===== config.mk =====
export PLATFORM = sky130hd
export DESIGN_NAME = rmii_rx_stream_flat
export DESIGN_NICKNAME = d
export VERILOG_FILES = /design/src/rtl/rmii_rx_stream_if.sv /design/src/rtl/rmii_rx_stream.sv /design/src/flat_wrapper.sv
export SDC_FILE = /design/constraint.sdc
export NUM_CORES = 1
export LEC_CHECK = 0
export ABC_CLOCK_PERIOD_IN_PS = 1400
export CAP_MARGIN = 10
export CORE_MARGIN = 4
export CORE_UTILIZATION = 48
export CTS_CLUSTER_DIAMETER = 80
export DETAILED_ROUTE_END_ITERATION = 12
export GPL_ROUTABILITY_DRIVEN = 1
export PLACE_DENSITY_LB_ADDON = 0.12
export SYNTH_ARGS = -nofsm -noshare
export SYNTH_HDL_FRONTEND = slang
export SYNTH_SLANG_ARGS = --single-unit

===== constraint.sdc =====
create_clock -name clk -period 1.4 [get_ports clk]
set_input_delay 0.42 -clock clk [delete_from_list [all_inputs] [get_ports clk]]
set_output_delay 0.42 -clock clk [all_outputs]
set_load 0.1 [all_outputs]

===== src/rtl/rmii_rx_stream_if.sv =====
// Received-frame word stream from the RMII front end to the packet parser.
// There is no backpressure, so every beat is a one-cycle rx_vld pulse.
interface rmii_rx_stream_if #(
  parameter int W_BYTES = 1
);
  logic                 rx_vld;
  logic                 rx_last;
  logic                 rx_err;
  logic [W_BYTES-1:0]   rx_keep;
  logic [8*W_BYTES-1:0] rx_data;

  modport master (output rx_vld, rx_last, rx_err, rx_keep, rx_data);
  modport slave  (input  rx_vld, rx_last, rx_err, rx_keep, rx_data);
endinterface


===== src/rtl/rmii_rx_stream.sv =====
// RMII 100M receive front end: drives the ref clock, strips preamble/SFD and packs bytes into words.
// Define RMII_RX_FCS_CHECK_EN to flag frames whose CRC-32 residue is wrong.
module rmii_rx_stream #(
  parameter int CLK_DIV = 2,
  parameter int W_BYTES = 1
) (
  input  logic              clk,
  input  logic              reset,
  rmii_rx_stream_if.master  rx,
  output logic              eth_resetn,
  output logic              eth_clk,
  output logic [1:0]        eth_txd,
  output logic              eth_tx_en,
  input  logic [1:0]        eth_rxd,
  input  logic              eth_rx_err,
  input  logic              eth_crs_dv
);
  localparam int HALF = CLK_DIV / 2;
  localparam int CW   = (CLK_DIV > 2) ? $clog2(CLK_DIV) : 1;
  localparam int BW   = $clog2(W_BYTES + 1);

  typedef enum logic [1:0] {IDLE, PREAMBLE, DATA, DISCARD} state_t;

  state_t               state, state_nxt;
  logic [CW-1:0]        div_cnt, div_nxt;
  logic                 stb;
  logic [1:0]           s_rxd;
  logic                 s_dv, s_err;
  logic                 seen01, low1;
  logic [1:0]           pend;
  logic                 pend_vld, tent;
  logic [7:0]           shreg, byte_val;
  logic [1:0]           dcnt;
  logic [BW-1:0]        bcnt;
  logic [8*W_BYTES-1:0] wbuf, wbuf_ins, hold;
  logic [W_BYTES-1:0]   keep_part;
  logic                 hold_vld, perr, any_byte;
  logic                 start, commit, frame_end, byte_done, frame_err, fcs_bad;

  assign eth_resetn = ~reset;
  assign eth_txd    = 2'b00;
  assign eth_tx_en  = 1'b0;

  // Pins are captured on the edge where eth_clk rises; the FSM steps one cycle later on stb.
  always_comb div_nxt = (div_cnt == CW'(CLK_DIV - 1)) ? '0 : div_cnt + CW'(1);

  always_ff @(posedge clk) begin
    if (reset) begin
      div_cnt <= '0;
      eth_clk <= 1'b0;
      stb     <= 1'b0;
      s_rxd   <= 2'b00;
      s_dv    <= 1'b0;
      s_err   <= 1'b0;
    end else begin
      div_cnt <= div_nxt;
      eth_clk <= (div_nxt >= CW'(HALF));
      stb     <= (div_cnt == CW'(HALF - 1));
      if (div_cnt == CW'(HALF - 1)) begin
        s_rxd <= eth_rxd;
        s_dv  <= eth_crs_dv;
        s_err <= eth_rx_err;
      end
    end
  end

  always_ff @(posedge clk) begin
    if (reset) state <= IDLE;
    else       state <= state_nxt;
  end

  always_comb begin
    state_nxt = state;
    if (stb) begin
      case (state)
        IDLE:     if (s_dv) state_nxt = PREAMBLE;
        PREAMBLE: begin
          if (!s_dv)                 state_nxt = IDLE;
          else if (s_rxd == 2'b11)   state_nxt = seen01 ? DATA : DISCARD;
          else if (s_rxd == 2'b10)   state_nxt = DISCARD;
        end
        DATA:     if (!s_dv && tent) state_nxt = IDLE;
        DISCARD:  if (!s_dv && low1) state_nxt = IDLE;
        default:  state_nxt = IDLE;
      endcase
    end
  end

  // Each dibit is held one strobe in pend so a low-CRS_DV dibit can be dropped if the frame ends.
  always_comb begin
    start     = stb && (state == PREAMBLE) && (state_nxt == DATA);
    frame_end = stb && (state == DATA) && !s_dv && tent;
    commit    = stb && (state == DATA) && pend_vld && !frame_end;
    byte_val  = {pend, shreg[7:2]};
    byte_done = commit && (dcnt == 2'd3);
    wbuf_ins  = wbuf;
    keep_part = '0;
    for (int i = 0; i < W_BYTES; i++) begin
      if (BW'(i) == bcnt) wbuf_ins[i*8 +: 8] = byte_val;
      keep_part[i] = (BW'(i) < bcnt);
    end
    frame_err = perr | s_err | (dcnt != 2'd0) | ~any_byte | fcs_bad;
  end

`ifdef RMII_RX_FCS_CHECK_EN
  logic [31:0] crc, crc_nxt;

  always_comb begin
    crc_nxt = crc;
    for (int i = 0; i < 2; i++)
      crc_nxt = (crc_nxt >> 1) ^ ((crc_nxt[0] ^ pend[i]) ? 32'hEDB88320 : 32'h0);
    fcs_bad = (crc != 32'hDEBB20E3);
  end

  always_ff @(posedge clk) begin
    if (reset || start) crc <= 32'hFFFFFFFF;
    else if (commit)    crc <= crc_nxt;
  end
`else
  assign fcs_bad = 1'b0;
`endif

  always_ff @(posedge clk) begin
    if (reset) begin
      rx.rx_vld  <= 1'b0;
      rx.rx_last <= 1'b0;
      rx.rx_err  <= 1'b0;
      rx.rx_keep <= '0;
      rx.rx_data <= '0;
      seen01     <= 1'b0;
      low1       <= 1'b0;
      pend       <= 2'b00;
      pend_vld   <= 1'b0;
      tent       <= 1'b0;
      shreg      <= '0;
      dcnt       <= 2'd0;
      bcnt       <= '0;
      wbuf       <= '0;
      hold       <= '0;
      hold_vld   <= 1'b0;
      perr       <= 1'b0;
      any_byte   <= 1'b0;
    end else begin
      rx.rx_vld  <= 1'b0;
      rx.rx_last <= 1'b0;
      rx.rx_err  <= 1'b0;
      rx.rx_keep <= '0;
      rx.rx_data <= '0;
      if (stb) begin
        if (state == IDLE) seen01 <= 1'b0;
        else if (state == PREAMBLE && s_rxd == 2'b01) seen01 <= 1'b1;
        low1 <= (state == DISCARD) && !s_dv;
      end
      if (start) begin
        pend_vld <= 1'b0;
        tent     <= 1'b0;
        dcnt     <= 2'd0;
        bcnt     <= '0;
        wbuf     <= '0;
        hold_vld <= 1'b0;
        perr     <= 1'b0;
        any_byte <= 1'b0;
      end
      if (stb && state == DATA) begin
        if (s_err) perr <= 1'b1;
        if (!frame_end) begin
          pend     <= s_rxd;
          pend_vld <= 1'b1;
          tent     <= !s_dv;
        end
      end
      if (commit) begin
        shreg <= byte_val;
        dcnt  <= dcnt + 2'd1;
      end
      if (byte_done && hold_vld) begin
        rx.rx_vld  <= 1'b1;
        rx.rx_keep <= '1;
        rx.rx_data <= hold;
        hold_vld   <= 1'b0;
      end
      if (byte_done) begin
        any_byte <= 1'b1;
        if (bcnt == BW'(W_BYTES - 1)) begin
          hold     <= wbuf_ins;
          hold_vld <= 1'b1;
          bcnt     <= '0;
          wbuf     <= '0;
        end else begin
          wbuf <= wbuf_ins;
          bcnt <= bcnt + BW'(1);
        end
      end
      if (frame_end) begin
        rx.rx_vld  <= 1'b1;
        rx.rx_last <= 1'b1;
        rx.rx_err  <= frame_err;
        rx.rx_keep <= hold_vld ? '1 : keep_part;
        rx.rx_data <= hold_vld ? hold : wbuf;
        hold_vld   <= 1'b0;
      end
    end
  end
endmodule

===== src/flat_wrapper.sv =====
// flat-port wrapper written by rule: the top's interface ports become plain ports
module rmii_rx_stream_flat 
#(
  parameter int CLK_DIV = 2,
  parameter int W_BYTES = 1
)
  (clk, reset, eth_resetn, eth_clk, eth_txd, eth_tx_en, eth_rxd, eth_rx_err, eth_crs_dv, rx_rx_vld, rx_rx_last, rx_rx_err, rx_rx_keep, rx_rx_data);
  rmii_rx_stream_if #(.W_BYTES(W_BYTES)) rx_i ();
  input  logic clk;
  input  logic reset;
  output logic eth_resetn;
  output logic eth_clk;
  output logic [1:0] eth_txd;
  output logic eth_tx_en;
  input  logic [1:0] eth_rxd;
  input  logic eth_rx_err;
  input  logic eth_crs_dv;
  output wire logic [$bits(rx_i.rx_vld)-1:0] rx_rx_vld;
  output wire logic [$bits(rx_i.rx_last)-1:0] rx_rx_last;
  output wire logic [$bits(rx_i.rx_err)-1:0] rx_rx_err;
  output wire logic [$bits(rx_i.rx_keep)-1:0] rx_rx_keep;
  output wire logic [$bits(rx_i.rx_data)-1:0] rx_rx_data;
  assign rx_rx_vld = rx_i.rx_vld;
  assign rx_rx_last = rx_i.rx_last;
  assign rx_rx_err = rx_i.rx_err;
  assign rx_rx_keep = rx_i.rx_keep;
  assign rx_rx_data = rx_i.rx_data;
  rmii_rx_stream #(.CLK_DIV(CLK_DIV), .W_BYTES(W_BYTES)) u_core (.clk(clk), .reset(reset), .rx(rx_i), .eth_resetn(eth_resetn), .eth_clk(eth_clk), .eth_txd(eth_txd), .eth_tx_en(eth_tx_en), .eth_rxd(eth_rxd), .eth_rx_err(eth_rx_err), .eth_crs_dv(eth_crs_dv));
endmodule

==> metrics.md, run 1 <==
| Metric | Value |
|---|---|
| Adder-cell share of the synthesized area | `between 1 and 1.5%` |
| Crit path largest cell delay | `~0.21 ns` |
| Commonest non-fill, non-tap cell in the layout | `dfxtp_1` |
| Post-Synthesis Cells | `168` |
| Most frequent cells in the layout | `dfxtp_1, nor2_1, mux2i_1, buf_12, buf_4` |
| #FFs+latches synth | `between 40 and 50` |
| Crit-path slowest cell | `clkdlybuf4s15_2` |
| CTS root buf | `clkbuf_4` |
| Hold depth | `2` |
| Simple-Gate Fraction of Synth Area | `20.45%` |
| Post-layout nets | `208` |
| Vias per Instance | `4.972` |
| Final GP Congestion | `0.7769` |
| WHS | `0.4620 ns` |
| DP Wirelength | `2257 um` |
| Grt ovf | `0` |
| Die area | `4573 um2` |
| CTS max path bufs | `2` |
| CP delay by family, top | `buffers and inverters` |
| Fraction of registers with async set/reset | `0%` |
| Core ar. | `3390 um2` |
| Initial core utilization | `between 50% and 60%` |
| Status | `complete, no violations` |
| Syn Area/Cell | `between 10 and 15 um2` |
| CP cell instances | `clkdlybuf4s15_2 > clkinvlp_4 > buf_12` |
| Area grow syn2layout | `31.67%` |
| Xor/xnor cell area share of the yosys netlist | `0%` |
| Die Span X | `67.63 um` |
| Final core occ | `66.30%` |
| Clk_lat worst skew | `~0.36 ns` |
| CTS tree | `yes` |
| PwrDens | `1007 nW/um2` |
| Vias in the first global route | `1150` |
| Syn. warnings | `0` |
| Area of the mapped netlist | `1707 um2` |
| Worst EP required | `0.98 ns` |
| Post-DP Area | `2137 um2` |
| Post-route antenna net violation count | `0` |
| Crit Path Class | `in -> out` |
| Sink Count | `45` |
| VDD IR max | `596.7 uV` |
| RSZ-0062 raised after global routing | `true` |
| CP bufs+invs | `3` |
| Maxcap violations | `0` |
| # diodes | `0` |
| Final Max Slew Viols | `0` |
| Largest family of logic cells by synthesized area | `simple AND/OR/NAND/NOR gates` |
| Cell Rows | `21` |
| Crit Path Max Fanout | `2` |
| Gr usage total | `between 10% and 20%` |
| Primary FF master, synth | `dfxtp_1` |
| Final period util | `96.27%` |
| Initial DRT Pass Iterations | `4` |
| CTS H-tree depth | `2` |
| Final wirelength | `3087 um` |
| Initial DRC Count | `49` |
| Synth Area in Compound Gates | `8.358%` |
| Post-route DRC violation count | `0` |
| Clock skew | `0.02002 ns` |
| Critical path depth in cells | `3` |
| Worst slack, placed | `-0.3223 ns` |
| FMAX | `~740 MHz` |
| Die H | `67.63 um` |
| WL per Instance | `12.50 um` |
| Worst setup SP type | `primary input` |
| Crit end category | `output pin` |
| Hold crit path type | `reg -> reg` |
| Cts bufs inserted | `5` |
| Sequential area share after synthesis | `52.79%` |
| Post-synth EDFFs | `0` |
| Multiplexer share of the synthesized area | `10.56%` |
| PortBufs | `19` |
| Via Count | `roughly 1200` |
| Design Area, Final | `between 2000 and 2500 um2` |
| Largest net degree at the start of global routing | `36` |
| Count of boundary I/O pins | `23` |
| Worst r2r path cells | `5` |
| TNS Setup | `0 ns` |
| Layout Cells excl Fill | `247` |
| Final setup margin | `0.05221 ns` |
| Antenna violations before repair | `0` |
| Min cycle time layout | `roughly 1.3 ns` |
| First-pass GRT wire length | `5313 um` |
| Cells after DPL | `236` |
| Share of layout cells above drive strength 1 | `23.88%` |
| Final hold vios | `0` |
| Final setup fails | `0` |
| WP data arrival | `0.93 ns` |
| Reg clk slew, reported paths | `0.12 ns` |
| Leakage | `roughly 1 nW` |
| Overall Power | `approximately 2.3 mW` |
| Synth cell types | `33` |
power by group:
group          internal [mW]  switching (mW)  leakage, nW  total [mW]
sequential              1.29          0.0156        0.365        1.31
combinational         0.0600           0.109        0.594       0.169
clock                  0.381           0.404       0.0424       0.784
total                   1.73           0.528         1.00        2.26
final cells by class:
class                      count  area [um2]
clock buffer                   6       41.29
clock inverter                 2       38.79
fill                         259        1142
inverter                       6       26.28
multi-input combinational    107       713.2
sequential                    45       905.9
tap                           46       57.56
timing repair buffer          35       464.2
final timing paths:
path | startpoint | slack (ns) | end
hold / removal | u_core.any_byte$_SDFFE_PP0P_ | 0.46 | u_core.any_byte$_SDFFE_PP0P_
hold reg to reg | u_core.any_byte$_SDFFE_PP0P_ | 0.46 | u_core.any_byte$_SDFFE_PP0P_
setup / recovery | reset | 0.05 | eth_resetn
setup reg to reg | u_core.state[0]$_SDFF_PP0_ | 0.10 | u_core.rx.rx_data[0]$_SDFF_PP0_
repair_timing:
action	in CTS	in global routing
hold buffers	0	0
pin swaps	0	1
gates resized for setup	4	2
endpoints found under the setup margin	2	5
buffers inserted	1	2
state kept, by name (all words and copies together) (netlist names), 2 cells and up:
| name | cells |
|---|---|
| u_core.s_rxd | 2 |
| u_core.rx.rx_data | 8 |
| u_core.hold | 8 |
| u_core.pend | 2 |
| u_core.dcnt | 2 |
| u_core.state | 2 |
| u_core.shreg | 6 |
worst min-delay path: cells and delay by family, from the launching register on:
family             cells  cell delay (ns)
and+or+nand+nor        1             0.05
DFF                    1             0.33
AOI/OAI and AO/OA      1             0.05
kinds of logic after synthesis:
logic type                 after synthesis
AOI/OAI and AO/OA                       22
adders and majority gates                2
buffers and inverters                   18
DFF                                     45
muxes                                   18
other                                    1
and+or+nand+nor                         62
synthesized netlist by cell type (2+ instances only):
library cell / n / share of area [%]
mux2i_1: 18 / 11
buf_6: 3 / 2.0
ha_1: 2 / 1.5
nand4_1: 2 / 0.73
a311oi_1: 2 / 1.0
dfxtp_1: 45 / 53
nand2_1: 11 / 2.4
and2_1: 8 / 2.9
inv_1: 6 / 1.3
nor2_1: 23 / 5.1
a21oi_1: 11 / 3.2
clkbuf_1: 5 / 1.1
nand2b_1: 3 / 1.1
nand3_1: 5 / 1.5
o21ai_0: 3 / 0.88
buf_4: 4 / 1.8
layer usage:
layer / share of wire [%] / global-route usage [%] / up-vias
met5: 0 / 0 / -
met4: 0.62 / 4.810 / 0
met3: 4.5 / 5.990 / 2
met2: 48 / 24.91 / 18
met1: 47 / 20.02 / 583
li1: - / - / 625
(Power assumes the default switching activity.)
==> run 2, diff against run 1 <==
--- a/config.mk
+++ b/config.mk
@@ -13,6 +13,7 @@
 export DETAILED_ROUTE_END_ITERATION = 12
 export GPL_ROUTABILITY_DRIVEN = 1
 export PLACE_DENSITY_LB_ADDON = 0.12
+export SETUP_SLACK_MARGIN = 0.5
 export SYNTH_ARGS = -nofsm -noshare
 export SYNTH_HDL_FRONTEND = slang
 export SYNTH_SLANG_ARGS = --single-unit
==> run 2 against run 1 <==
Fmax increased by 0.93%. Register-to-register slack got worse by 0.04 ns. Routed wire length increased by 21%. First-iteration DRC count increased by 18%. Combinational power increased by 23%. Sequential power about the same. Cell count increased by 7.3%. Clock power decreased by 7.1%.
==> metrics.md, run 2 (synthesis results as in run 1) <==
| Metric | Value |
|---|---|
| CTS tree | `yes` |
| Crit Path Max Fanout | `5 (+3)` |
| Post-layout nets | `226 (+8.7%)` |
| Cts bufs inserted | `5 (unchanged)` |
| Hold depth | `1 (-1)` |
| Worst R2R Start | `u_core.state[0]$_SDFF_PP0_` |
| Worst EP required | `1.71 ns (+0.73 ns)` |
| Leakage | `1.144 nW (+14%)` |
| Die Span X | `67.63 um (unchanged)` |
| Cell Rows | `21 (unchanged)` |
| Clk_lat worst skew | `0.35 ns (about the same)` |
| Worst r2r path cells | `5 (unchanged)` |
| DP Wirelength | `2305 um (+2.1%)` |
| Crit Path Class | `reg -> reg` |
| Final period util | `95.39% (-0.88 points)` |
| CTS H-tree depth | `2 (unchanged)` |
| Switch share | `25.22% (+1.9 points)` |
| Startpoint of the worst hold path | `u_core.hold[2]$_SDFFE_PP0P_` |
| RSZ-0062 raised after global routing | `true` |
| Die H | `67.63 um (unchanged)` |
| Largest net degree at the start of global routing | `36 (unchanged)` |
| Vias per Instance | `5.128 (+3.2%)` |
| Vias in the first global route | `1350 (+17%)` |
| CTS max path bufs | `2 (unchanged)` |
| VDD IR max | `635.3 uV (+6.5%)` |
| Antenna violations before repair | `0 (unchanged)` |
| Multi-input gate area in the final layout | `844.6 um2 (+18%)` |
| FMAX | `748.8 MHz (+0.93%)` |
| CTS root buf | `clkbuf_4` |
| First-pass GRT wire length | `5947 um (+12%)` |
| Sink Count | `45 (unchanged)` |
| Reg clk slew, reported paths | `0.13 ns (about the same)` |
| Count of boundary I/O pins | `23 (unchanged)` |
| Core ar. | `3390 um2 (unchanged)` |
| Top Registers | `u_core.hold (8), u_core.rx.rx_data (8), u_core.shreg (6)` |
| Maxcap violations | `0 (unchanged)` |
| Die area | `4573 um2 (unchanged)` |
| PortBufs | `19 (unchanged)` |
| Via Count | `1359 (+11%)` |
| Crit end category | `flop` |
| Grt ovf | `0 (unchanged)` |
| Final Max Slew Viols | `0 (unchanged)` |
| Most frequent cells in the layout | `dfxtp_1, nor2_1, buf_4, mux2i_1, buf_12` |
| Commonest non-fill, non-tap cell in the layout | `dfxtp_1` |
| Worst hold endpoint | `u_core.rx.rx_data[2]$_SDFF_PP0_` |
| Clock Power Share | `32.7% (-2.0 points)` |
| Final setup fails | `0 (unchanged)` |
| Gr usage total | `17.40% (+1.6 points)` |
| Layout fillers | `204 (-21%)` |
| WP data arrival | `1.64 ns (+0.71 ns)` |
| WL per Instance | `14.08 um (+13%)` |
| Final wirelength | `3732 um (+21%)` |
| R2R setup slack | `0.06 ns (-0.04 ns)` |
| Sequential Power Share | `57.9% (about the same)` |
| Seq. cell area | `958.4 um2 (+5.8%)` |
| # diodes | `0 (unchanged)` |
| Status | `complete, no violations` |
| Worst setup SP type | `flop` |
| Initial DRT Pass Iterations | `4 (unchanged)` |
| Pint | `1.663 mW (-4.1%)` |
| Comb power frac | `9.3% (+1.8 points)` |
| Hold crit path type | `reg -> reg` |
| Share of layout cells above drive strength 1 | `48.86% (+25 points)` |
| Final GP Congestion | `0.7042 (-9.4%)` |
| Area grow syn2layout | `52.93%` |
| Initial core utilization | `50.35% (unchanged)` |
| PwrDens | `852.1 nW/um2 (-15%)` |
| Post-route DRC violation count | `0 (unchanged)` |
| NetSw | `0.5609 mW (+6.2%)` |
| Clock skew | `0.008653 ns (-0.01137 ns)` |
| Post-route antenna net violation count | `0 (unchanged)` |
| WHS | `0.4787 ns (+0.01668 ns)` |
| Reg2reg end | `u_core.rx.rx_data[0]$_SDFF_PP0_` |
| TNS Setup | `0 ns (unchanged)` |
| Min cycle time layout | `1.335 ns (-0.01236 ns)` |
| Initial DRC Count | `58 (+18%)` |
| Final hold vios | `0 (unchanged)` |
[run 2: cell types whose count changed in the layout (fill, tap and decap cells not counted), sizes merged]
cell           before  now
buf                30   48
a21oi              12   13
bufinv              1    0
clkbuf              6    7
clkdlybuf4s15       1    0
[run 2: area by class of cell]
type                    count  share of cell area, %
flip-flops and latches     45                  36.72
multi-input cells         108                  32.36
repair buffers             52                  24.54
clock buffers               7                  2.541
well taps                  46                  2.205
inverters                   6                  1.294
clock inverters             1                 0.3356
[run 2: worst max-delay path by stage]
| stage | start | end | slack (ns) | cells after the start |
|---|---|---|---|---|
| final | u_core.state[0]$_SDFF_PP0_ | u_core.rx.rx_data[0]$_SDFF_PP0_ | 0.06 | 5 |
| after global routing | u_core.state[0]$_SDFF_PP0_ | u_core.rx.rx_data[4]$_SDFF_PP0_ | -0.02 | 5 |
| after CTS | u_core.div_cnt$_SDFF_PP0_ | eth_clk | 0.07 | 1 |
| after detailed placement | reset | u_core.tent$_SDFF_PP0_ | -0.31 | 5 |
| after global placement | reset | eth_resetn | -0.27 | 3 |
| after floorplan | reset | u_core.rx.rx_data[0]$_SDFF_PP0_ | -0.1 | 5 |
[run 2: power by group through the flow]
stage / Combinational, mW / Clock, mW / Sequential, mW
4_1_cts: 0.171 / 0.725 / 1.29
6_report: 0.208 / 0.728 / 1.29
2_1_floorplan: 0.118 / 0 / 1.33
5_1_grt: 0.219 / 0.800 / 1.29
3_3_place_gp: 0.152 / 0 / 1.32
3_5_place_dp: 0.156 / 0 / 1.32
[run 2: layer usage]
metal  global-route usage [%]  wire (um)  up-vias
met5                        0          0        -
met4                    8.861         59        0
met3                    4.326        153        6
met2                    28.68       1854       24
met1                    20.84       1665      660
li1                         -          -      669
[run 2: repair_timing]
action                                  4_1_cts  5_1_grt
resized for setup                            21       23
hold buffers                                  0        0
pin swaps                                    11       14
gates cloned                                  1        0
endpoints found under the setup margin       59       57
setup buffers                                 8       14
[run 2: stage by stage]
stage          setup slack, ns  power [mW]  cell area (um2)  instances  util (%)
2_1_floorplan         -0.09794       1.445             1854        170         -
3_3_place_gp           -0.2729       1.472             2220        234     65.49
3_5_place_dp           -0.3061       1.476             2220        234     65.49
4_1_cts                0.07133       2.185             2421        251     71.43
5_1_grt               -0.02240       2.310             2610        265     77.00
6_report               0.06457       2.224             2610        265     77.00
[run 2: critical path, stage by stage, from the launching register on]
cell and delay (ns):
dfxtp_2 0.34, and3b_2 0.32, buf_6 0.14, nand3b_4 0.12
a21oi_4 0.21, and2_4 0.16
==> run 3, diff against run 2 <==
--- a/config.mk
+++ b/config.mk
@@ -5,14 +5,16 @@
 export SDC_FILE = /design/constraint.sdc
 export NUM_CORES = 1
 export LEC_CHECK = 0
-export ABC_CLOCK_PERIOD_IN_PS = 1400
 export CAP_MARGIN = 10
+export CELL_PAD_IN_SITES_DETAIL_PLACEMENT = 0
+export CELL_PAD_IN_SITES_GLOBAL_PLACEMENT = 1
 export CORE_MARGIN = 4
-export CORE_UTILIZATION = 48
+export CORE_UTILIZATION = 41
 export CTS_CLUSTER_DIAMETER = 80
 export DETAILED_ROUTE_END_ITERATION = 12
 export GPL_ROUTABILITY_DRIVEN = 1
 export PLACE_DENSITY_LB_ADDON = 0.12
+export REMOVE_ABC_BUFFERS = 1
 export SETUP_SLACK_MARGIN = 0.5
 export SYNTH_ARGS = -nofsm -noshare
 export SYNTH_HDL_FRONTEND = slang
==> run 3 against run 2 <==
Sequential cell count is the same. Critical path depth is the same. Power grew 3.0%. Cell area shrank 6.9%. Core utilization shrank 16 points. First-iteration DRC count shrank 48%. Fmax grew 2.6%. Cell count shrank 2.6%. Routed wire length shrank 11%. Die area grew 15%. Highest routed layer unchanged. Sequential power is essentially flat.
==> metrics.md, run 3 (synthesis results as in run 1) <==
| Metric | Value |
|---|---|
| Area grow syn2layout | `42.38%` |
| PwrDens | `943.1 nW/um2 (+11%)` |
| Reg2reg end | `u_core.shreg[3]$_SDFFE_PP0P_` |
| Most frequent cells in the layout | `dfxtp_1, nor2_1, mux2i_1, buf_12, buf_4` |
| Crit path largest cell delay | `0.33 ns (about the same)` |
| Clock skew | `0.003141 ns (-0.005511 ns)` |
| Worst setup SP type | `flop` |
| Critical path depth in cells | `5 (unchanged)` |
| Vias in the first global route | `1261 (-6.6%)` |
| Leakage | `1.086 nW (-5.1%)` |
| PortBufs | `19 (unchanged)` |
| # diodes | `0 (unchanged)` |
| Share of layout cells above drive strength 1 | `39.90% (-9.0 points)` |
| Initial DRT Pass Iterations | `4 (unchanged)` |
| Final GP Congestion | `0.7592 (+7.8%)` |
| Cell Rows | `23 (+9.5%)` |
| Maxcap violations | `0 (unchanged)` |
| Final setup margin | `0.09793 ns (+0.03336 ns)` |
| Post-layout nets | `216 (-4.4%)` |
| WP data arrival | `1.48 ns (-0.16 ns)` |
| CTS H-tree depth | `2 (unchanged)` |
| CTS tree | `yes` |
| Worst R2R Start | `u_core.state[0]$_SDFF_PP0_` |
| Cts bufs inserted | `5 (unchanged)` |
| Overall Power | `2.292 mW (+3.0%)` |
| Commonest non-fill, non-tap cell in the layout | `dfxtp_1` |
| Crit end category | `flop` |
| Reg clk slew, reported paths | `0.08 ns (-0.05 ns)` |
| DP Wirelength | `2334 um (+1.2%)` |
| Post-route DRC violation count | `0 (unchanged)` |
| Worst r2r path cells | `5 (unchanged)` |
| Largest net degree at the start of global routing | `27 (-25%)` |
| Min cycle time layout | `1.302 ns (-0.03336 ns)` |
| Hold crit path type | `in -> reg` |
| Initial DRC Count | `30 (-48%)` |
| Final core occ | `60.74% (-16 points)` |
| Antenna violations before repair | `0 (unchanged)` |
| CTS root buf | `clkbuf_8` |
| Status | `complete, no violations` |
| Hold-fix buffers, CTS | `0 (unchanged)` |
| Grt ovf | `0 (unchanged)` |
| First-pass GRT wire length | `5664 um (-4.8%)` |
| Die area | `5258 um2 (+15%)` |
| VDD IR max | `706.8 uV (+11%)` |
| CP bufs+invs | `1 (unchanged)` |
| CTS max path bufs | `2 (unchanged)` |
| Crit Path Max Fanout | `8 (+3)` |
| Crit Path Class | `reg -> reg` |
| RSZ-0062 raised after global routing | `true` |
| Final hold vios | `0 (unchanged)` |
| Hold depth | `4 (+3)` |
| R2R setup slack | `0.1 ns (+0.03 ns)` |
| FMAX | `768.0 MHz (+2.6%)` |
| Via Count | `1254 (-7.7%)` |
| Vias per Instance | `4.860 (-5.2%)` |
| Die H | `72.52 um (+7.2%)` |
| Final setup fails | `0 (unchanged)` |
| Startpoint of the worst hold path | `reset` |
| Gr usage total | `13.94% (-3.5 points)` |
| Crit-path slowest cell | `and3b_2` |
| Final Max Slew Viols | `0 (unchanged)` |
| Worst slack, placed | `-0.2633 ns (+0.04284 ns)` |
| CP cell instances | `and3b_2 > buf_6 > nand3_4 > mux2i_1 > nor2_1` |
| Core ar. | `4000 um2 (+18%)` |
| Post-route antenna net violation count | `0 (unchanged)` |
| Clk_lat worst skew | `0.29 ns (-0.06 ns)` |
| Top Registers | `u_core.hold (8), u_core.rx.rx_data (8), u_core.shreg (6)` |
| Final period util | `93.01% (-2.4 points)` |
| Sink Count | `45 (unchanged)` |
| Initial core utilization | `42.67% (-7.7 points)` |
| CP delay by family, top | `simple AND/OR/NAND/NOR gates` |
| Final wirelength | `3322 um (-11%)` |
| Worst EP required | `1.58 ns (-0.13 ns)` |
| CP startpoint | `u_core.state[0]$_SDFF_PP0_` |
| Die Span X | `72.52 um (+7.2%)` |
| CP Capture Point | `u_core.shreg[3]$_SDFFE_PP0P_` |
| WL per Instance | `12.88 um (-8.6%)` |
| Count of boundary I/O pins | `23 (unchanged)` |
## run 3: worst min path at each step
stage | to | slack [ns]
finish | u_core.hold_vld$_SDFFE_PP0P_ | 0.45
global route | u_core.hold_vld$_SDFFE_PP0P_ | 0.46
CTS | u_core.hold_vld$_SDFFE_PP0P_ | 0.44
detailed placement | u_core.rx.rx_data[5]$_SDFF_PP0_ | 0.44
global placement | u_core.rx.rx_data[1]$_SDFF_PP0_ | 0.44
floorplan | u_core.any_byte$_SDFFE_PP0P_ | 0.43
## run 3: tightest hold or removal path, cell delays in order
cell     delay [ns]
buf_2          0.12
inv_2          0.06
nand2_1        0.06
a21oi_1        0.04
## run 3: final cells by class
| cell class | instances | area, um2 |
|---|---|---|
| multi-input cells | 107 | 779.5 |
| clock buffers | 6 | 82.58 |
| inverters | 6 | 25.02 |
| flip-flops and latches | 45 | 924.6 |
| fillers | 343 | 1570 |
| well taps | 50 | 62.56 |
| repair buffers | 43 | 548.0 |
| clock inverters | 1 | 7.507 |
## run 3: where the power goes
part | total (mW) | internal, mW | leakage [nW] | switching, mW
clock | 0.800 | 0.390 | 0.0433 | 0.410
combinational | 0.185 | 0.0694 | 0.671 | 0.116
sequential | 1.31 | 1.29 | 0.372 | 0.0141
total | 2.29 | 1.75 | 1.09 | 0.540
## run 3: timing repair
action / 4_1_cts / 5_1_grt
gates resized for setup: 37 / 13
buffers inserted: 2 / 4
pin swaps: 10 / 7
endpoints found under the setup margin: 59 / 57
## run 3: metal layers
metal / track usage, % / wire (um) / part of all wire (%) / vias up
li1: - / - / - / 643
met1: 17.50 / 1538 / 46 / 581
met2: 21.94 / 1576 / 47 / 20
met3: 3.601 / 114 / 3.4 / 10
met4: 7.377 / 93 / 2.8 / 0
met5: 0 / 0 / 0 / -
## run 3: through the flow
stage               instances  hold WS [ns]  TNS (ns)  cell area, um2
floorplan                 158        0.4252    -2.639            1632
global placement          245        0.4403    -6.258            2172
detailed placement        245        0.4427    -7.099            2172
CTS                       254        0.4424         0            2354
global route              258        0.4637         0            2430
finish                    258        0.4540         0            2430
